==> src/rtl/nested_index_counter.sv <==
// Two-level index generator: walks an inner index inside an outer index,
// advancing only on accepted beats (valid_o && en_i), and reports frame status.
module nested_index_counter #(
  parameter int INNER_WIDTH = 16,
  parameter int OUTER_WIDTH = 16
) (
  input  logic                   clk_i,
  input  logic                   reset_i,
  input  logic                   start_i,
  input  logic                   clear_i,
  input  logic                   en_i,
  input  logic [INNER_WIDTH-1:0] inner_max_i,
  input  logic [OUTER_WIDTH-1:0] outer_max_i,
  output logic [INNER_WIDTH-1:0] inner_o,
  output logic [OUTER_WIDTH-1:0] outer_o,
  output logic                   valid_o,
  output logic                   first_o,
  output logic                   last_o,
  output logic                   inner_wrap_o,
  output logic                   done_o
);

  typedef enum logic {
    IDLE = 1'b0,
    RUN  = 1'b1
  } state_t;

  localparam logic [INNER_WIDTH-1:0] INNER_ONE = 1;
  localparam logic [OUTER_WIDTH-1:0] OUTER_ONE = 1;

  state_t                 state_q;
  logic [INNER_WIDTH-1:0] inner_q;
  logic [OUTER_WIDTH-1:0] outer_q;
  logic [INNER_WIDTH-1:0] inner_max_q;
  logic [OUTER_WIDTH-1:0] outer_max_q;
  logic                   done_q;
  logic                   run;
  logic                   at_inner_max;
  logic                   at_outer_max;

  // Status flags look only at registered state and the latched limits,
  // so they never depend on en_i.
  assign run          = (state_q == RUN);
  assign at_inner_max = (inner_q == inner_max_q);
  assign at_outer_max = (outer_q == outer_max_q);

  assign inner_o      = inner_q;
  assign outer_o      = outer_q;
  assign valid_o      = run;
  assign done_o       = done_q;
  assign first_o      = run && (inner_q == '0) && (outer_q == '0);
  assign inner_wrap_o = run && at_inner_max;
  assign last_o       = run && at_inner_max && at_outer_max;

  always_ff @(posedge clk_i or posedge reset_i) begin
    if (reset_i) begin
      state_q     <= IDLE;
      inner_q     <= '0;
      outer_q     <= '0;
      inner_max_q <= '0;
      outer_max_q <= '0;
      done_q      <= 1'b0;
    end else begin
      done_q <= 1'b0;
      if (clear_i) begin
        // Aborted frames return to idle without a done pulse.
        state_q <= IDLE;
        inner_q <= '0;
        outer_q <= '0;
      end else begin
        case (state_q)
          IDLE: begin
            inner_q <= '0;
            outer_q <= '0;
            if (start_i) begin
              inner_max_q <= inner_max_i;
              outer_max_q <= outer_max_i;
              state_q     <= RUN;
            end
          end
          RUN: begin
            if (en_i) begin
              if (at_inner_max && at_outer_max) begin
                state_q <= IDLE;
                inner_q <= '0;
                outer_q <= '0;
                done_q  <= 1'b1;
              end else if (at_inner_max) begin
                inner_q <= '0;
                outer_q <= outer_q + OUTER_ONE;
              end else begin
                inner_q <= inner_q + INNER_ONE;
              end
            end
          end
          default: begin
            state_q <= IDLE;
            inner_q <= '0;
            outer_q <= '0;
          end
        endcase
      end
    end
  end

endmodule

==> config.mk <==
export PLATFORM = sky130hd
export DESIGN_NAME = nested_index_counter
export DESIGN_NICKNAME = d
export VERILOG_FILES = /design/src/rtl/nested_index_counter.sv
export SDC_FILE = /design/constraint.sdc
export NUM_CORES = 1
export LEC_CHECK = 0
export ABC_AREA = 1
export CELL_PAD_IN_SITES_DETAIL_PLACEMENT = 1
export CELL_PAD_IN_SITES_GLOBAL_PLACEMENT = 1
export CORE_MARGIN = 8
export CORE_UTILIZATION = 40
export CTS_BUF_LIST = sky130_fd_sc_hd__clkbuf_16
export DETAILED_ROUTE_END_ITERATION = 16
export PLACE_DENSITY = 0.86
export SLEW_MARGIN = 20
export SYNTH_ARGS = -nofsm -noshare
export SYNTH_HDL_FRONTEND = slang
export SYNTH_SLANG_ARGS = --single-unit
==> constraint.sdc <==
create_clock -name clk_i -period 4.1 [get_ports clk_i]
set_clock_uncertainty 0.1 [all_clocks]
set_input_delay 0.82 -clock clk_i [delete_from_list [all_inputs] [get_ports clk_i]]
set_output_delay 0.82 -clock clk_i [all_outputs]
set_load 0.1 [all_outputs]
# Word level (Yosys, flattened, before mapping)
# Index checks and enable logic that the tools add are counted.
classes:
  n_div: 0
  n_mux: 19
  n_lt_le_gt_ge: 0
  n_addsub: 2
  bitwise: 2
  eq_ne: 4
  shift: 0
  reduce_logical: 9
  n_mul: 0
ops:
  columns: ["operator", "n"]
  rows:
  - ["$mux 16", 8]
  - ["$pmux 16 s2", 2]
  - ["$add 16x1->16 const B", 2]
  - ["$eq 16x16->1", 2]
  - ["$logic_not 16->1", 2]
  - ["$mux 1", 8]
  - ["$logic_and 1x1->1", 5]
  - ["$ne 4x2->1 const B", 1]
  - ["$ne 3x3->1 const B", 1]
  - ["$reduce_and 3->1", 1]
  - ["$not 1->1", 2]
  - ["$pmux 1 s2", 1]
  - ["$reduce_and 2->1", 1]
totals:
  regBits: 66
  memories: 0
  rom_bits: 0
  input_bits: 37
  out_inout_bits: 37
  ram_bits: 0
  latchBits: 0

# Longest topological paths before layout
# Gate-level depths: netlist of run 1.
depth:
  ltp_word: 6
  mapped_depth: 14
  ltp_nobuf: 13

# Least setup slack after synthesis of run 1
# No wires, ideal clock.
synth_timing:
  path_kind: "flip-flop to output port"
  start: "register inner_q[8] (netlist: inner_o[8])"
  end: "output port last_o"
  n_path_buf: 2
  arrival_time_ns: 3.224
  path_slack_ns: -0.044
  stages_incl_launch_ff: 13
  required_ns: 3.180
  cell_sequence: "dfrtp_1 buf_4 inv_1 nand2_1 nand2_1 nor2_1 inv_1 nor2_1 nand2_1 nor2_1 nand2_2 clkbuf_8 nor2_1"
synth_between:
  elab_chain_len: 3
synth_rtl:
  columns: ["element", "line_no", "text"]
  rows:
  - ["start: declaration", "32", "logic [INNER_WIDTH-1:0] inner_q;"]
  - ["start signal: assignment", "92", "inner_q <= inner_q + INNER_ONE;"]
  - ["$eq 16x16->1", "44", "assign at_inner_max = (inner_q == inner_max_q);"]
  - ["$logic_and 1x1->1 (2 in a row)", "53", "assign last_o = run && at_inner_max && at_outer_max;"]
  - ["end: declaration", "18", "output logic last_o,"]
# Every way passes these cells.

# Worst setup path in the final report of run 1
layout_timing:
  start: "register inner_q[5] (netlist: inner_o[5])"
  end: "output port last_o"
# The elaborated chain is that of the path after synthesis.

==> flow_summary_export.csv, run 1 <==
group,metric,value,unit
finish,multi_input_area,1899,um2
drt,detail-route-antenna-nets,0,
sta,fmaxAchievable,295.8,MHz
global_route,grt_pass1_wl,20960,um
setup_path,critPathRequiredTime,3180,ps
drt,drtIter0Drc,203,
clock_tree,cts_buffers,9,
global_route,grt_max_degree,67,
yosys,synthCells,525,
power_and_ir_drop,p_leak,2.384,nW
placed_design,pre_cts_slack,1039,ps
sta,setup_viol,0,
sta,rsz0062_at_grt,"false",
placed_design,placed_cell_area,4731,um2
sta,period_needed,3381,ps
clock_tree,clock_path_buffers,2,
global_route,grt_pass1_vias,4113,
min_path,holdPathStages,1,
yosys,yosysWarnings,0,
setup_path,cp_slowest_cell,"dfrtp_1",
finish,drive_above_1_share,8.403,%
setup_path,crit_top_cell,"nand2_1",
drt,drt-pass1-iter-count,4,
setup_path,critical-path-max-stage-delay,530,ps
yosys,synth_cell_type_count,30,
setup_path,cp.buffers_inverters,3,
setup_path,cp_max_fo,19,
min_path,hold_path.class,"register to register",
floorplanning,start_util,40.87,%
setup_path,rr_worst_depth,8,
clock_tree,clk_pin_slew_worst_paths,60,ps
setup_path,crit_path_start_kind,"register",
floorplanning,core,9684,um2
global_route,grt.overflow.total,0,
clock_tree,cts_setup_buffers,0,
sta,worst_slack,719.0,ps
finish,finalInstanceArea,5006,um2
setup_path,path_depth,11,
clock_tree,cts_root_buf,"clkbuf_16",
placed_design,gp_congestion,0.8617,
clock_tree,postCtsHoldBufs,0,
yosys,synth_top_area_share,41.73,%
run,drv_cap,0,
setup_path,path_delay_family,"simple AND/OR/NAND/NOR gates",
placed_design,hpwlAfterDp,8992,um
yosys,netlist_area,3958,um2
floorplanning,ios,74,
clock_tree,clock_latency,340,ps
drt,drc_errors,0,
sta,finalSetupTns,0,ps
yosys,ys_seq_area_share,41.73,%
finish,regArea,1652,um2
sta,finalMaxSlewViolations,0,
power_and_ir_drop,vdd_drop_max,0.1752,mV
sta,maxSlewHeadroom,32.48,%
drt,vias,3715,
yosys,synth_top_cell_by_area,"dfrtp_1",
finish,fillers,1218,
floorplanning,die_y,115.5,um
status,status,"completed",
clock_tree,cts_tree,"yes",
finish,layout.nets,631,
finish,final_cell_mix,"nand2_1 (148), inv_1 (73), clkdlybuf4s50_1 (70), dfrtp_1 (66), nor2_1 (61)",
setup_path,crit_path_end_kind,"output pin",
global_route,grt_antenna_before_repair,0,
yosys,synth_fp_nets,566,
clock_tree,cts_resized,0,
setup_path,crit_arrival,2460,ps
clock_tree,clock_sinks,66,
finish,diodes,0,
floorplanning,core.rowCount,36,
drt,routed_via_density,5.103,
finish,final_common_cell,"nand2_1",
sta,fin_crit_sh,82.46,%
floorplanning,die-area,13330,um2
setup_path,path_cells,"inv_2 > nand2_1 > nand2_1 > inv_1 > nand2_1 > nor2_1 > nand2_1 > nor2_1 > nand2_2 > nor2_2 > buf_4",
yosys,syn_area_per_cell,7.538,um2
sta,hold_viol,0,
drt,wl_per_cell,17.44,um
power_and_ir_drop,power_density,392.9,nW/um2
global_route,track_usage,20.36,%
drt,wl,12690,um
finish,areaGrowthSynthToFinish,26.49,%
setup_path,critPathKind,"register to output pin",
placed_design,portBuffers,73,
yosys,ys_ff_latch,66,
yosys,synth_area_leaders,"dfrtp_1 (42%), nand2_1 (14%), inv_1 (7.0%)",
clock_tree,cts_max_level,3,
sta,tightest_slew,1010,ps
floorplanning,die_x,115.5,um
-- registers in the layout, indices dropped and copies added, names as in the netlist --
register,flops
done_o,1
inner_max_q,16
inner_o,16
outer_max_q,16
outer_o,16
valid_o,1
-- routing by layer --
metal	vias to the layer above	share of wire, %	track usage (%)
met3	25	5.5	4.482
li1	1766	-	-
met1	1830	40	22.70
met5	-	0	0
met2	94	51	35.58
met4	0	3.4	10.77
-- stage by stage --
stage / power (mW) / cells / hold slack (ps) / util [%]
floorplan: 1.117 / 525 / 400.8 / -
global placement: 1.215 / 712 / 410.0 / 48.85
detailed placement: 1.246 / 712 / 418.0 / 48.85
CTS: 1.993 / 728 / 431.0 / 51.64
global route: 2.068 / 728 / 453.2 / 51.69
finish: 1.967 / 728 / 424.3 / 51.69
-- worst paths after layout --
kind,start,end,slack [ps]
worst max-delay path,inner_o[5],last_o,720
worst min-delay path,outer_max_q[10],outer_max_q[10],420
worst max register to register,valid_o,inner_o[15],1800
worst min register to register,outer_max_q[10],outer_max_q[10],420
max in group asynchronous,reset_i,outer_max_q[9],2340
min in group asynchronous,reset_i,inner_max_q[8],980
-- worst register-to-register path, cell delays in order, from the launching register on --
cell and delay, ps:
dfrtp_1 450, inv_1 200, nor2_4 420, nand2_2 390, nand3_1 240, nor2_1 60, nand3_1 100, xor2_1 170
nor2_1 60
-- synth_stat cells (all sizes together) --
cell	instances
nor3	7
xor2	17
a21oi	21
mux2	15
dfrtp	66
ha	4
inv	76
clkbuf	5
nand4	16
xnor2	19
nor2	66
nand2	154
buf	15
o21ai	8
nor4	8
nand3	28
-- where the power goes --
group | internal, mW | total (mW) | switching [mW]
Clock | 0.407 | 0.727 | 0.320
Combinational | 0.175 | 0.431 | 0.256
Sequential | 0.740 | 0.808 | 0.0682
Total | 1.32 | 1.97 | 0.645
-- cell families (layout without fill, tap and decap cells) --
kind of cell,count (synthesis),count (layout),synth area share (%)
AOI/OAI and AO/OA,29,29,3.667
and+or+nand+nor,279,279,30.57
xor gates and xnor gates,36,36,7.967
DFF,66,66,41.73
adders and majority gates,4,4,1.265
buffers and inverters,96,166,10.53
muxes,15,15,4.268
-- layout make-up --
| cell class | count | area share [%] |
|---|---|---|
| multi-input cells | 363 | 37.94 |
| flip-flops and latches | 66 | 32.99 |
| repair buffers | 74 | 14.60 |
| inverters | 76 | 5.749 |
| clock buffers | 9 | 4.499 |
| well taps | 133 | 3.324 |
| clock inverters | 7 | 0.8998 |
No activity file was read; power rests on OpenSTA's default activity.
==> run 2: changes to the inputs <==
--- a/config.mk
+++ b/config.mk
@@ -9,10 +9,10 @@
 export CELL_PAD_IN_SITES_DETAIL_PLACEMENT = 1
 export CELL_PAD_IN_SITES_GLOBAL_PLACEMENT = 1
 export CORE_MARGIN = 8
-export CORE_UTILIZATION = 40
+export CORE_UTILIZATION = 34
 export CTS_BUF_LIST = sky130_fd_sc_hd__clkbuf_16
 export DETAILED_ROUTE_END_ITERATION = 16
-export PLACE_DENSITY = 0.86
+export PLACE_DENSITY = 0.78
 export SLEW_MARGIN = 20
 export SYNTH_ARGS = -nofsm -noshare
 export SYNTH_HDL_FRONTEND = slang
==> constraint.sdc (replaced) <==
create_clock -name clk_i -period 2.94 [get_ports clk_i]
set_clock_uncertainty 0.1 [all_clocks]
set_input_delay 0.588 -clock clk_i [delete_from_list [all_inputs] [get_ports clk_i]]
set_output_delay 0.588 -clock clk_i [all_outputs]
set_load 0.1 [all_outputs]
==> flow_summary_export.csv, run 2 (synthesis gave the netlist of run 1 again) <==
group,metric,value,unit
min_path,hold_end,"outer_max_q[8]",
setup_path,cp.buffers_inverters,3,
finish,drive_above_1_share,14.95,%
finish,final_common_cell,"nand2_1",
min_path,hold_path.startpoint,"outer_max_q[8]",
global_route,use_met3,5.032,%
finish,areaGrowthSynthToFinish,27.25,%
finish,fillers,1405,
finish,final_cell_mix,"nand2_1 (148), inv_1 (76), dfrtp_1 (66), nor2_1 (59), buf_4 (41)",
power_and_ir_drop,power_density,530.3,nW/um2
setup_path,crit_path_start_kind,"register",
sta,finalMaxSlewViolations,0,
clock_tree,cts_max_level,3,
clock_tree,clk_pin_slew_worst_paths,50,ps
finish,final_core_util,44.29,%
sta,hold_viol,0,
clock_tree,clock_latency,340,ps
placed_design,pre_cts_slack,425.4,ps
setup_path,path_cells,"inv_1 > nand2_1 > nand2_1 > nor2_1 > inv_1 > nor2_1 > nand2_1 > nor2_1 > nand2_2 > nor2_4 > buf_12",
finish,finalInstanceArea,5036,um2
status,status,"completed",
sta,setup_viol,0,
floorplanning,ios,74,
clock_tree,clock_sinks,66,
sta,hold_ws,422.9,ps
setup_path,crit_path_end_kind,"output pin",
setup_path,cp_slowest_cell,"dfrtp_1",
floorplanning,die_y,123.9,um
sta,rsz0062_at_grt,"false",
floorplanning,core,11370,um2
drt,detail-route-antenna-nets,0,
clock_tree,cts_tree,"yes",
min_path,holdPathStages,1,
setup_path,crit_arrival,1980,ps
sta,fin_crit_sh,90.69,%
placed_design,placed_cell_area,4781,um2
sta,period_needed,2666,ps
run,drv_cap,0,
power_and_ir_drop,finalPower,2.671,mW
setup_path,path_delay_family,"simple AND/OR/NAND/NOR gates",
placed_design,portBuffers,73,
power_and_ir_drop,p_leak,2.512,nW
floorplanning,core.rowCount,39,
global_route,grt.overflow.total,0,
global_route,grt_pass1_vias,3994,
setup_path,critical-path-max-stage-delay,510,ps
sta,fmaxAchievable,375.0,MHz
setup_path,r2r_end,"outer_o[11]",
sta,worst_slack,273.7,ps
global_route,grt_pass1_wl,19780,um
setup_path,critPathKind,"register to output pin",
setup_path,r2r_start,"inner_o[8]",
drt,drc_errors,0,
sta,tightest_slew,743.6,ps
placed_design,gp_congestion,0.8147,
placed_design,hpwlAfterDp,9095,um
global_route,use_met1,17.96,%
finish,diodes,0,
global_route,grt.busiest_layer,"met2",
drt,wl_per_cell,16.23,um
drt,drt-pass1-iter-count,4,
finish,layout.nets,638,
drt,vias,3655,
clock_tree,cts_setup_buffers,0,
setup_path,rr_worst_depth,13,
global_route,grt_max_degree,51,
min_path,hold_path.class,"register to register",
global_route,use_met2,30.52,%
drt,drtIter0Drc,179,
clock_tree,clock_path_buffers,2,
floorplanning,die_x,123.9,um
clock_tree,cts_buffers,9,
clock_tree,postCtsHoldBufs,0,
setup_path,cp_max_fo,8,
floorplanning,die-area,15350,um2
global_route,grt_antenna_before_repair,0,
setup_path,ff2ff_setup_slack,820,ps
power_and_ir_drop,vdd_drop_max,0.3457,mV
setup_path,critPathRequiredTime,2250,ps
global_route,track_usage,16.57,%
drt,wl,12100,um
clock_tree,cts_resized,0,
sta,maxSlewHeadroom,50.35,%
clock_tree,cts_root_buf,"clkbuf_16",
floorplanning,start_util,34.81,%
drt,routed_via_density,4.906,
==> run 2: per-stage QoR <==
| stage | instances | setup TNS (ps) |
|---|---|---|
| finish | 745 | 0 |
| global route | 745 | 0 |
| CTS | 745 | 0 |
| detailed placement | 729 | 0 |
| global placement | 729 | 0 |
| floorplan | 525 | -188.8 |
==> run 2: how the worst max path moves through the flow <==
stage,to,cells past startpoint,slack (ps),start
after floorplan,last_o,12,-190,inner_o[8]
after global placement,inner_o[10],9,500,en_i
after detailed placement,inner_o[10],9,430,clear_i
after CTS,last_o,11,240,inner_o[8]
after global routing,last_o,11,50,inner_o[8]
final,last_o,11,270,inner_o[8]
==> run 2: layout make-up <==
class                      count  area, um2  share of cell area, %
clock buffer                   9      225.2                  4.472
clock inverter                 7      30.03                 0.5963
multi-input combinational    363       1914                  38.01
sequential                    66       1652                  32.79
inverter                      76      287.8                  5.714
tap                          143      178.9                  3.553
timing repair buffer          81      748.2                  14.86
==> run 2: routing by layer <==
| layer | wire (um) | part of all wire, % | up-vias |
|---|---|---|---|
| met2 | 6442 | 53 | 61 |
| li1 | - | - | 1772 |
| met1 | 4842 | 40 | 1806 |
| met5 | 0 | 0 | - |
| met3 | 616 | 5.1 | 16 |
| met4 | 194 | 1.6 | 0 |
==> run 2: power by group <==
part	switching [mW]	internal [mW]	leakage, nW	total, mW
clock network	0.387	0.553	0.140	0.940
logic	0.348	0.260	1.54	0.608
registers	0.0896	1.03	0.833	1.12
total	0.825	1.85	2.51	2.67
==> run 2: worst register-to-register path, stage by stage, from the launching register on <==
cell and delay (ps):
dfrtp_1 510, inv_1 70, nand2_1 70, nand2_1 50, nor2_1 150, nand2_1 100, nor2_1 130, nand2_2 120
nand2_4 130, nand2_4 160, inv_4 250, nand2_1 80, nand2_1 60, inv_1 40
